### src/rtl/sync_fifo.sv
// -----------------------------------------------------------------------------
// sync_fifo
//   Single-clock FIFO for producer/consumer paths that share one clock.
//   Provides programmable almost-full / almost-empty flags, a fill-level
//   output, sticky overflow / underflow error flags and an optional
//   first-word-fall-through (FWFT) read mode.
//
// Parameters
//   WIDTH     data word width
//   POINTER   address width, DEPTH = 2**POINTER
//   AF_THRESH wr_almost_full when level >= AF_THRESH
//   AE_THRESH rd_almost_empty when level <= AE_THRESH
//   FWFT      0 = registered read (1-cycle latency), 1 = fall-through
//
// Ports
//   aclk            in   clock, rising edge
//   srst            in   synchronous reset, active high
//   wren            in   write request
//   data_in         in   write data
//   wr_full         out  level == DEPTH
//   wr_almost_full  out  level >= AF_THRESH
//   rden            in   read request (pop)
//   data_out        out  read data
//   rd_valid        out  data_out carries a popped word
//   rd_empty        out  level == 0
//   rd_almost_empty out  level <= AE_THRESH
//   level           out  occupancy 0..DEPTH
//   overflow        out  sticky: write attempted while full
//   underflow       out  sticky: read attempted while empty
// -----------------------------------------------------------------------------
module sync_fifo #(
    parameter int WIDTH     = 8,
    parameter int POINTER   = 4,
    parameter int AF_THRESH = 12,
    parameter int AE_THRESH = 2,
    parameter int FWFT      = 0
) (
    input  logic               aclk,
    input  logic               srst,
    input  logic               wren,
    input  logic [WIDTH-1:0]   data_in,
    output logic               wr_full,
    output logic               wr_almost_full,
    input  logic               rden,
    output logic [WIDTH-1:0]   data_out,
    output logic               rd_valid,
    output logic               rd_empty,
    output logic               rd_almost_empty,
    output logic [POINTER:0]   level,
    output logic               overflow,
    output logic               underflow
);

    localparam int               DEPTH   = 2 ** POINTER;
    localparam logic [POINTER:0] DEPTH_L = (POINTER+1)'(DEPTH);
    localparam logic [POINTER:0] AF_L    = (POINTER+1)'(AF_THRESH);
    localparam logic [POINTER:0] AE_L    = (POINTER+1)'(AE_THRESH);

    logic [WIDTH-1:0]   mem [DEPTH];
    logic [POINTER-1:0] wr_ptr;
    logic [POINTER-1:0] rd_ptr;
    logic [POINTER:0]   level_nxt;
    logic               wr_accept;
    logic               rd_accept;

    // Acceptance uses the flags registered at the start of the cycle, so a
    // same-cycle read cannot make room for a write when full (and vice versa).
    assign wr_accept = wren & ~wr_full;
    assign rd_accept = rden & ~rd_empty;

    always_comb begin
        level_nxt = level;
        case ({wr_accept, rd_accept})
            2'b10:   level_nxt = level + 1'b1;
            2'b01:   level_nxt = level - 1'b1;
            default: level_nxt = level;
        endcase
    end

    // Storage is deliberately not reset.
    always_ff @(posedge aclk) begin
        if (!srst && wr_accept) begin
            mem[wr_ptr] <= data_in;
        end
    end

    // Flags are derived from level_nxt so they line up with the new level.
    always_ff @(posedge aclk) begin
        if (srst) begin
            wr_ptr          <= '0;
            rd_ptr          <= '0;
            level           <= '0;
            wr_full         <= 1'b0;
            wr_almost_full  <= 1'b0;
            rd_empty        <= 1'b1;
            rd_almost_empty <= 1'b1;
            overflow        <= 1'b0;
            underflow       <= 1'b0;
        end else begin
            if (wr_accept) begin
                wr_ptr <= wr_ptr + 1'b1;
            end
            if (rd_accept) begin
                rd_ptr <= rd_ptr + 1'b1;
            end
            level           <= level_nxt;
            wr_full         <= (level_nxt == DEPTH_L);
            wr_almost_full  <= (level_nxt >= AF_L);
            rd_empty        <= (level_nxt == '0);
            rd_almost_empty <= (level_nxt <= AE_L);
            if (wren && wr_full) begin
                overflow <= 1'b1;
            end
            if (rden && rd_empty) begin
                underflow <= 1'b1;
            end
        end
    end

    generate
        if (FWFT == 0) begin : g_reg_read
            logic [WIDTH-1:0] dout_q;
            logic             valid_q;

            always_ff @(posedge aclk) begin
                if (srst) begin
                    dout_q  <= '0;
                    valid_q <= 1'b0;
                end else if (rd_accept) begin
                    dout_q  <= mem[rd_ptr];
                    valid_q <= 1'b1;
                end else begin
                    valid_q <= 1'b0;
                end
            end

            assign data_out = dout_q;
            assign rd_valid = valid_q;
        end else begin : g_fwft_read
            // Head of queue is always presented; contents are meaningless
            // while rd_empty is high.
            assign data_out = mem[rd_ptr];
            assign rd_valid = ~rd_empty;
        end
    endgenerate

endmodule
### config.mk
export PLATFORM = sky130hd
export DESIGN_NAME = sync_fifo
export DESIGN_NICKNAME = d
export VERILOG_FILES = /design/src/rtl/sync_fifo.sv
export SDC_FILE = /design/constraint.sdc
export NUM_CORES = 1
export LEC_CHECK = 0
export CAP_MARGIN = 40
export CORE_MARGIN = 3
export CORE_UTILIZATION = 60
export CTS_BUF_LIST = sky130_fd_sc_hd__clkbuf_8
export DETAILED_ROUTE_END_ITERATION = 10
export PLACE_DENSITY = 0.91
export SYNTH_ARGS = -nofsm -noshare
export SYNTH_HDL_FRONTEND = slang
export SYNTH_SLANG_ARGS = --single-unit
export TNS_END_PERCENT = 50
### constraint.sdc
create_clock -name aclk -period 4 [get_ports aclk]
set_clock_uncertainty 0.1 [all_clocks]
set_input_delay 1 -clock aclk [delete_from_list [all_inputs] [get_ports aclk]]
set_output_delay 1 -clock aclk [all_outputs]
set_load 0.01 [all_outputs]
==> results of run 1 <==
==> sequential cells by signal, indices dropped and copies added, names as in the netlist <==
register	count
wr_almost_full	1
level	5
rd_valid	1
rd_ptr	4
rd_almost_empty	1
rd_empty	1
overflow	1
wr_ptr	4
data_out	8
underflow	1
wr_full	1
mem	128
==> area by class of cell <==
| type | instances | area, sq um | share of cell area, % |
|---|---|---|---|
| sequential | 156 | 4410 | 62.3 |
| multi-input combinational | 181 | 1640 | 23.2 |
| timing repair buffer | 43 | 400 | 5.66 |
| clock buffer | 17 | 234 | 3.31 |
| clock inverter | 15 | 205 | 2.90 |
| tap | 133 | 166 | 2.35 |
| inverter | 6 | 25.0 | 0.354 |
==> stage by stage <==
step                hold WS (ns)  cell area, sq um
finish                     0.402              7080
global route               0.432              7080
CTS                        0.391              7080
detailed placement         0.379              6640
global placement           0.351              6640
floorplan                  0.382              6160
==> cells by family (layout without fill, tap and decap cells) <==
group,count (synthesis),after routing
adders and majority gates,8,8
buffers and inverters,28,81
and+or+nand+nor,78,78
AOI/OAI and AO/OA,52,52
DFF,156,156
xor gates and xnor gates,9,9
muxes,34,34
==> path summary, 6_finish.rpt <==
path         slack, ns             end  cells after the start
min               0.40     data_out[5]                      2
min reg2reg       0.40     data_out[5]                      2
max reg2reg       1.26  wr_almost_full                     10
max               0.64  wr_almost_full                     10
==> worst max-delay path, stage by stage <==
cell and delay, ns:
clkdlybuf4s50_1 0.47, nor2b_2 0.20, inv_4 0.07, nand2_1 0.19, inv_1 0.07, ha_1 0.37, a21o_1 0.25, a2111oi_4 0.41
mux2i_1 0.37, o31ai_1 0.16
==> cell usage in the layout, fill, tap and decap left out, types with 2 or more instances in the layout <==
cell type        instances
clkdlybuf4s50_1         31
xnor2_1                  5
nand2_1                 16
dfxtp_1                 27
nor3_1                   7
a21oi_1                 22
mux4_2                  32
clkinvlp_4               2
edfxtp_1               128
nor2_1                  39
nand2b_1                 5
inv_1                    8
ha_1                     8
a22oi_1                 17
clkinv_1                 2
clkbuf_8                17
buf_4                   12
mux2i_1                  2
inv_6                    2
bufinv_16                5
nand4_1                  2
nor2b_1                  4
xor2_1                   4
a21o_1                   2
==> power by group through the flow <==
stage	logic, mW	registers [mW]	clock network, mW
2_1_floorplan	0.295	1.87	0
3_3_place_gp	0.430	1.89	0
3_5_place_dp	0.448	1.89	0
4_1_cts	0.453	1.86	1.30
5_1_grt	0.488	1.86	1.36
6_report	0.451	1.86	1.28
==> per-layer routing <==
| metal | track usage (%) | vias up |
|---|---|---|
| met5 | 0 | - |
| met4 | 8.57 | 0 |
| met3 | 5.76 | 17 |
| met2 | 37.0 | 154 |
| met1 | 30.7 | 1709 |
| li1 | - | 1501 |
==> metrics.md, run 1 <==
| Metric | Value |
|---|---|
| Overflow after GRT | `0` |
| CP startpoint | `wren` |
| Status | `finished, final reports clean` |
| Worst Tran Pin Value | `~0.84 ns` |
| Number of placement rows | `36` |
| Crit Path Class | `in2reg` |
| Clk pwr share | `between 30% and 40%` |
| Startpoint types | `input port` |
| Area delta synth->final | `14.8%` |
| PortBufs | `31` |
| Synth Cell Area | `6160 sq um` |
| Total clock sinks | `156` |
| Avg Cell Area, Syn | `around 17 sq um` |
| Share of layout cells above drive strength 1 | `18.2%` |
| DP HPWL | `about 7800 um` |
| Flop pwr share | `between 50% and 60%` |
| Routed length on met2 | `6250 um` |
| Int Power | `2.76 mW` |
| Ys async rst share | `0%` |
| Post-route DRC | `0` |
| Post-CTS setup buffers | `0` |
| CP endpoint kind | `flip-flop` |
| Final Cycle Share | `about 84%` |
| TritonCTS clock tree | `done` |
| Skew-Pair Late Insertion Delay | `around 0.45 ns` |
| Critical Path Fanout Max | `6` |
| Clock slew at reported path FFs | `~0.08 ns` |
| Core Util, Final | `between 70% and 80%` |
| Nets | `~430` |
| Netlist cell types | `39` |
| Critical Path RT | `4.21 ns` |
| Gr usage total | `23.0%` |
| Routed wl met3 | `slightly above 900 um` |
| Switching Fraction | `between 20 and 25%` |
| DRT iter0 DRCs | `between 300 and 400` |
| Post-synthesis simple-gate area fraction | `between 5 and 6%` |
| RD Place Congestion | `roughly 0.83` |
| Die ar. | `roughly 12000 sq um` |
| Mux share of post-synthesis cell area | `~12%` |
| Register area share after synthesis | `71.5%` |
| Largest family of logic cells by synthesized area | `multiplexers` |
| Post-DRT Antenna Nets | `0` |
| Synth Warn # | `0` |
| Post-synth top cells | `128 x edfxtp_1, 39 x nor2_1, 32 x mux4_2` |
| CTS H-Tree Depth | `4` |
| Hold-fix buffers at CTS | `0` |
| Max Buffers Root-to-Sink | `2` |
| Critical Path AT | `around 3.6 ns` |
| Placed insts | `between 500 and 600` |
| Final worst slack | `approximately 0.64 ns` |
| CTS Buf Count | `17` |
| Slew Limit Fails | `0` |
| Seq cells post-synth | `between 150 and 200` |
| Post-Place Worst Slack | `0.229 ns` |
| WL final | `12200 um` |
| Design Power | `between 3 and 4 mW` |
| Filler cells | `roughly 540` |
| Ys flop type | `edfxtp_1` |
| R2r startpoint | `rd_empty` |
| Post-cts resize count | `0` |
| Met1 Wirelength | `slightly below 5000 um` |
| DR top layer | `met4` |
| Number of antenna violations at the first check in global routing | `0` |
| Gate Count Post-Synth | `~370` |
| Cell taking the most area after synthesis | `edfxtp_1` |
| Drt pass-1 iters | `5` |
| First-pass GRT wire length | `19100 um` |
| Unrepaired setup endpoints after global routing | `false` |
| F_max | `~300 MHz` |
| Post-synthesis adder-cell area fraction | `1.62%` |
| Max VDD drop | `roughly 470 uV` |
| Vias in the first global route | `around 3500` |
| Root Buffer | `clkbuf_8` |
| WL/cell | `approximately 22 um` |
| Endpoints failing hold | `0` |
| Ports | `32` |
| Post-Syn Nets | `~390` |
| Pin count of the biggest net entering global routing | `29` |
| Compound-cell area share of the yosys netlist | `6.01%` |
| Final Setup Violations | `0` |
| Via count | `about 3400` |
| Worst Hold Class | `reg2reg` |
| Die H | `around 110 um` |
| Initial core utilization | `between 60% and 70%` |
| Final setup TNS | `0 ns` |
| EDFF count, synth | `between 100 and 150` |
| Ant. Diodes | `0` |
| P_sw | `roughly 0.83 mW` |
| XOR/XNOR Fraction of Synth Area | `about 1.3%` |
| Yosys top cell area share | `approximately 62%` |
| Max Cap Viol | `0` |
| Min Tclk post-route | `roughly 3.4 ns` |
| Die Wd | `approximately 110 um` |
| Static leakage | `between 2 and 2.5 nW` |
| Pwr/cell area | `508 nW/um^2` |
| Comb power frac | `roughly an eighth` |
| Max_slew headroom | `a little over two fifths` |
| Hold path startpoint | `data_out[5]` |
| Layout Cells excl Fill | `between 500 and 600` |
| Via density | `about 6` |
| CORE AREA | `9860 sq um` |
| Count leader, synth | `edfxtp_1` |
| Synth top area cells | `edfxtp_1 62%, mux4_2 12%, dfxtp_1 9.1%, nor2_1 2.4%, a22oi_1 2.1%` |
Power figures use the tool's default switching activity.
==> inputs of run 2 (changes only) <==
Settings changed: CORE_UTILIZATION 60 to 56, PLACE_DENSITY 0.91 to 0.89.
Clock period 4 ns to 3 ns, I/O delays scaled along.
==> metrics.md, run 2 (synthesized netlist as in run 1, its figures left out) <==
| Metric | Value |
|---|---|
| Status | `finished, final reports clean` |
| TritonCTS clock tree | `done` |
| Crit Path Class | `in2reg` |
| PortBufs | `31 (unchanged)` |
| Drt pass-1 iters | `5 (unchanged)` |
| WL final | `12500 um (+2.0%)` |
| Area delta synth->final | `17.2%` |
| Max VDD drop | `436 uV (-7.5%)` |
| Initial core utilization | `58.6% (-3.8 points)` |
| CTS H-Tree Depth | `4 (unchanged)` |
| Filler cells | `660 (+22%)` |
| Post-route DRC | `0 (unchanged)` |
| Total clock sinks | `156 (unchanged)` |
| DRT iter0 DRCs | `379 (-0.79%)` |
| Commonest non-fill, non-tap cells in the layout | `128 x edfxtp_1, 39 x nor2_1, 38 x buf_4, 32 x mux4_2, 31 x clkdlybuf4s50_1` |
| Final Cycle Share | `between 90% and 100%` |
| Largest register FFs | `128 (unchanged)` |
| Pwr/cell area | `631 nW/um^2 (+24%)` |
| Grt met2 use | `34.3% (-2.7 points)` |
| CP endpoint kind | `flip-flop` |
| Skew-Pair Late Insertion Delay | `0.45 ns (about the same)` |
| WL/cell | `21.5 um (-3.3%)` |
| DP HPWL | `8120 um (+3.5%)` |
| Hold Slack | `0.371 ns (-0.0307 ns)` |
| Worst Tran Pin Value | `0.716 ns (-0.125 ns)` |
| Ports | `32 (unchanged)` |
| Overflow after GRT | `0 (unchanged)` |
| Endpoints failing hold | `0 (unchanged)` |
| Busiest grt layer | `met2` |
| Share of layout cells above drive strength 1 | `23.8% (+5.6 points)` |
| Die ar. | `12300 sq um (+6.7%)` |
| Pin count of the biggest net entering global routing | `36 (+24%)` |
| Ant. Diodes | `0 (unchanged)` |
| Worst Hold Class | `reg2reg` |
| Vias in the first global route | `3631 (+5.1%)` |
| Max Cap Viol | `0 (unchanged)` |
| Die H | `111 um (+3.3%)` |
| Via density | `6.08 (-0.84%)` |
| Final Setup Violations | `0 (unchanged)` |
| Met1 Use GR | `27.0% (-3.7 points)` |
| Startpoint types | `input port` |
| First-pass GRT wire length | `19600 um (+2.9%)` |
| CTS Buf Count | `17 (unchanged)` |
| RD Place Congestion | `0.839 (+1.4%)` |
| Biggest register | `mem` |
| Met3 layer usage reported by global route | `7.42% (+1.7 points)` |
| CORE AREA | `10500 sq um (+6.5%)` |
| Number of antenna violations at the first check in global routing | `0 (unchanged)` |
| Clock slew at reported path FFs | `0.09 ns (about the same)` |
| Gr usage total | `21.4% (-1.6 points)` |
| Critical Path AT | `3.17 ns (-0.40 ns)` |
| Placed insts | `548 (+5.6%)` |
| Critical Path RT | `3.30 ns (-0.91 ns)` |
| Number of placement rows | `37 (+2.8%)` |
| Max_slew headroom | `52.2% (+8.3 points)` |
| Post-DRT Antenna Nets | `0 (unchanged)` |
| Die Wd | `111 um (+3.3%)` |
| Via count | `3535 (+4.6%)` |
| Static leakage | `2.42 nW (+4.7%)` |
| Min Tclk post-route | `around 2.9 ns` |
| Max Buffers Root-to-Sink | `2 (unchanged)` |
| Root Buffer | `clkbuf_8` |
| Slew Limit Fails | `0 (unchanged)` |
| Critical Path Fanout Max | `4 (-2)` |
| Nets | `452 (+6.4%)` |
| F_max | `about 350 MHz` |
| Most common cell after layout, fill and taps aside | `edfxtp_1` |
| Layout Cells excl Fill | `581 (+5.4%)` |
==> run 2: cell types whose count changed in the layout (fill, tap and decap cells not counted), sizes merged <==
cell,change
clkinv,+4
bufinv,-4
buf,+27
==> run 2: path summary, 6_finish.rpt <==
kind | startpoint | slack (ns) | end | depth (start not counted)
worst max-delay path | wren | 0.13 | rd_almost_empty | 11
worst min-delay path | underflow | 0.37 | underflow | 2
worst max register to register | rd_empty | 0.53 | rd_almost_empty | 10
worst min register to register | underflow | 0.37 | underflow | 2
==> run 2: worst max-delay path: stages <==
cell             delay [ns]
clkdlybuf4s50_1        0.48
nor2b_4                0.18
inv_4                  0.04
nand2_1                0.14
inv_1                  0.07
ha_1                   0.33
o211ai_1               0.11
a21oi_1                0.12
a2111oi_4              0.40
mux2i_2                0.32
and4bb_1               0.22
==> run 2: repair_timing <==
item / 4_1_cts / 5_1_grt
resized for setup: 0 / 2
endpoints found under the setup margin: 0 / 3
buffers inserted: 0 / 1
hold buffers: 0 / 0
==> run 2: through the flow <==
stage	area [sq um]	util [%]	setup slack [ns]	power, mW	setup TNS, ns
after global placement	6850	65.2	-0.241	3.15	-0.867
after CTS	7210	68.6	0.0789	4.59	0
final	7220	68.7	0.128	4.56	0
after global routing	7220	68.7	-0.0114	4.75	-0.0114
after detailed placement	6850	65.2	-0.383	3.18	-1.55
after floorplan	6160	-	0.152	2.89	0
==> run 2: where the power goes <==
group	total, mW	internal [mW]	switching (mW)	leakage (nW)
combinational	0.686	0.350	0.337	0.847
sequential	2.45	2.40	0.0508	1.38
clock	1.42	0.653	0.768	0.188
==> run 2: area by class of cell <==
class | count | area (sq um) | area share (%)
clock buffers | 17 | 234 | 3.24
clock inverters | 15 | 126 | 1.75
inverters | 6 | 25.0 | 0.346
multi-input cells | 181 | 1650 | 22.8
flip-flops and latches | 156 | 4410 | 61.0
well taps | 136 | 170 | 2.36
repair buffers | 70 | 616 | 8.52
==> run 2: layer usage <==
metal / part of all wire [%] / vias to the layer above
met5: 0 / -
met4: 2.3 / 0
met3: 9.0 / 32
met2: 50 / 196
met1: 38 / 1759
li1: - / 1548
==> inputs of run 3 (changes only) <==
Settings changed: CORE_UTILIZATION 56 to 35, CTS_BUF_LIST sky130_fd_sc_hd__clkbuf_8 to default, CTS_CLUSTER_DIAMETER from default to 50, PLACE_DENSITY 0.89 to 0.64.
==> metrics.md, run 3 (synthesized netlist as in run 1, its figures left out) <==
| Metric | Value |
|---|---|
| Clock slew at reported path FFs | `0.05 ns (-0.04 ns)` |
| Static leakage | `2.52 nW (+4.1%)` |
| Drt pass-1 iters | `5 (unchanged)` |
| Final instance area | `7560 sq um (+4.6%)` |
| Critical Path AT | `3.17 ns (about the same)` |
| CTS H-Tree Depth | `4 (unchanged)` |
| Filler cells | `1453 (+120%)` |
| Nets | `452 (unchanged)` |
| DRT iter0 DRCs | `258 (-32%)` |
| Pin count of the biggest net entering global routing | `36 (unchanged)` |
| Vias in the first global route | `3569 (-1.7%)` |
| Worst Tran Pin Value | `0.770 ns (+0.0545 ns)` |
| CTS Buf Count | `17 (unchanged)` |
| Die Wd | `139 um (+25%)` |
| Crit Path Class | `in2reg` |
| First-pass GRT wire length | `19900 um (+1.4%)` |
| WL final | `12800 um (+2.3%)` |
| Final Cycle Share | `96.9% (+1.2 points)` |
| Skew-Pair Late Insertion Delay | `0.42 ns (-0.03 ns)` |
| WL/cell | `19.2 um (-11%)` |
| Commonest non-fill, non-tap cells in the layout | `128 x edfxtp_1, 39 x nor2_1, 39 x buf_4, 32 x mux4_2, 31 x clkdlybuf4s50_1` |
| Max VDD drop | `452 uV (+3.6%)` |
| Max Cap Viol | `0 (unchanged)` |
| Placed inst area | `6940 sq um (+1.4%)` |
| Unrepaired setup endpoints after global routing | `false` |
| Status | `finished, final reports clean` |
| CP endpoint kind | `flip-flop` |
| Critical Path Fanout Max | `4 (unchanged)` |
| Design Power | `5.30 mW (+16%)` |
| Root Buffer | `clkbuf_16` |
| Ports | `32 (unchanged)` |
| Die ar. | `19200 sq um (+56%)` |
| Total clock sinks | `156 (unchanged)` |
| Largest register FFs | `128 (unchanged)` |
| Ant. Diodes | `0 (unchanged)` |
| Gr usage total | `13.8% (-7.6 points)` |
| Endpoints failing hold | `0 (unchanged)` |
| Final Setup Violations | `0 (unchanged)` |
| TritonCTS clock tree | `done` |
| Worst Hold Class | `reg2reg` |
| Hold-fix buffers at CTS | `0 (unchanged)` |
| Slew Limit Fails | `0 (unchanged)` |
| Post-route DRC | `0 (unchanged)` |
| Die H | `139 um (+25%)` |
| RD Place Congestion | `0.775 (-7.6%)` |
| Startpoint types | `input port` |
| Number of placement rows | `47 (+27%)` |
| Critical Path RT | `3.26 ns (-0.04 ns)` |
| Area delta synth->final | `22.6%` |
| Overflow after GRT | `0 (unchanged)` |
| CORE AREA | `16900 sq um (+61%)` |
| Share of layout cells above drive strength 1 | `24.3% (+0.45 points)` |
| DP HPWL | `7880 um (-3.0%)` |
| Number of antenna violations at the first check in global routing | `0 (unchanged)` |
| Via count | `3425 (-3.1%)` |
| Most common cell after layout, fill and taps aside | `edfxtp_1` |
| Via density | `5.15 (-15%)` |
| Max_slew headroom | `48.4% (-3.7 points)` |
| Initial core utilization | `36.4% (-22 points)` |
| F_max | `344 MHz (-1.2%)` |
| Min Tclk post-route | `2.91 ns (+0.0363 ns)` |
| Pwr/cell area | `701 nW/um^2 (+11%)` |
| Post-DRT Antenna Nets | `0 (unchanged)` |
| Max Buffers Root-to-Sink | `2 (unchanged)` |
| Biggest register | `mem` |
| PortBufs | `31 (unchanged)` |
run 3: where the power goes:
| group | internal (mW) | switching, mW | leakage (nW) |
|---|---|---|---|
| Sequential | 2.40 | 0.0776 | 1.38 |
| Clock | 1.32 | 0.849 | 0.290 |
| Combinational | 0.354 | 0.299 | 0.846 |
run 3: layout make-up:
cell class / count / area (sq um) / share of cell area [%]
flip-flops and latches: 156 / 4410 / 58.3
multi-input cells: 181 / 1650 / 21.8
inverters: 6 / 25.0 / 0.331
clock inverters: 13 / 166 / 2.20
repair buffers: 70 / 603 / 7.98
clock buffers: 19 / 433 / 5.73
well taps: 220 / 275 / 3.64
run 3: worst max-delay path, stage by stage:
cell and delay (ns):
clkdlybuf4s50_1 0.49, nor2b_4 0.18, inv_4 0.04, nand2_1 0.13, inv_1 0.06, ha_1 0.33
a21o_1 0.22, a2111oi_4 0.40, mux2i_2 0.34, and4bb_1 0.22
run 3: per-stage QoR:
| stage | TNS [ns] | util [%] | hold WS, ns | cells | setup WS [ns] |
|---|---|---|---|---|---|
| final | 0 | 44.6 | 0.378 | 665 | 0.0922 |
| after global routing | 0 | 44.6 | 0.404 | 665 | 0.0206 |
| after CTS | 0 | 44.5 | 0.389 | 664 | 0.0154 |
| after detailed placement | -1.77 | 41.0 | 0.374 | 632 | -0.407 |
| after global placement | -1.18 | 41.0 | 0.354 | 632 | -0.305 |
| after floorplan | 0 | - | 0.382 | 365 | 0.152 |
run 3: worst paths after layout:
check / start / end / slack (ns) / depth (start not counted)
max: wren / rd_almost_empty / 0.09 / 10
min: overflow / overflow / 0.38 / 2
max reg2reg: rd_empty / rd_almost_empty / 0.57 / 9
min reg2reg: overflow / overflow / 0.38 / 2
run 3: what timing repair did:
action / in CTS / in global routing
setup buffers: 0 / 1
gates resized for setup: 0 / 2
setup endpoints to repair: 0 / 4
run 3: layer usage:
metal  wire (um)  track usage (%)  vias to the layer above
li1            -                -                     1558
met1        5130             16.5                     1738
met2        6610             23.8                      107
met3         719             3.45                       22
met4         301             6.02                        0
met5           0                0                        -
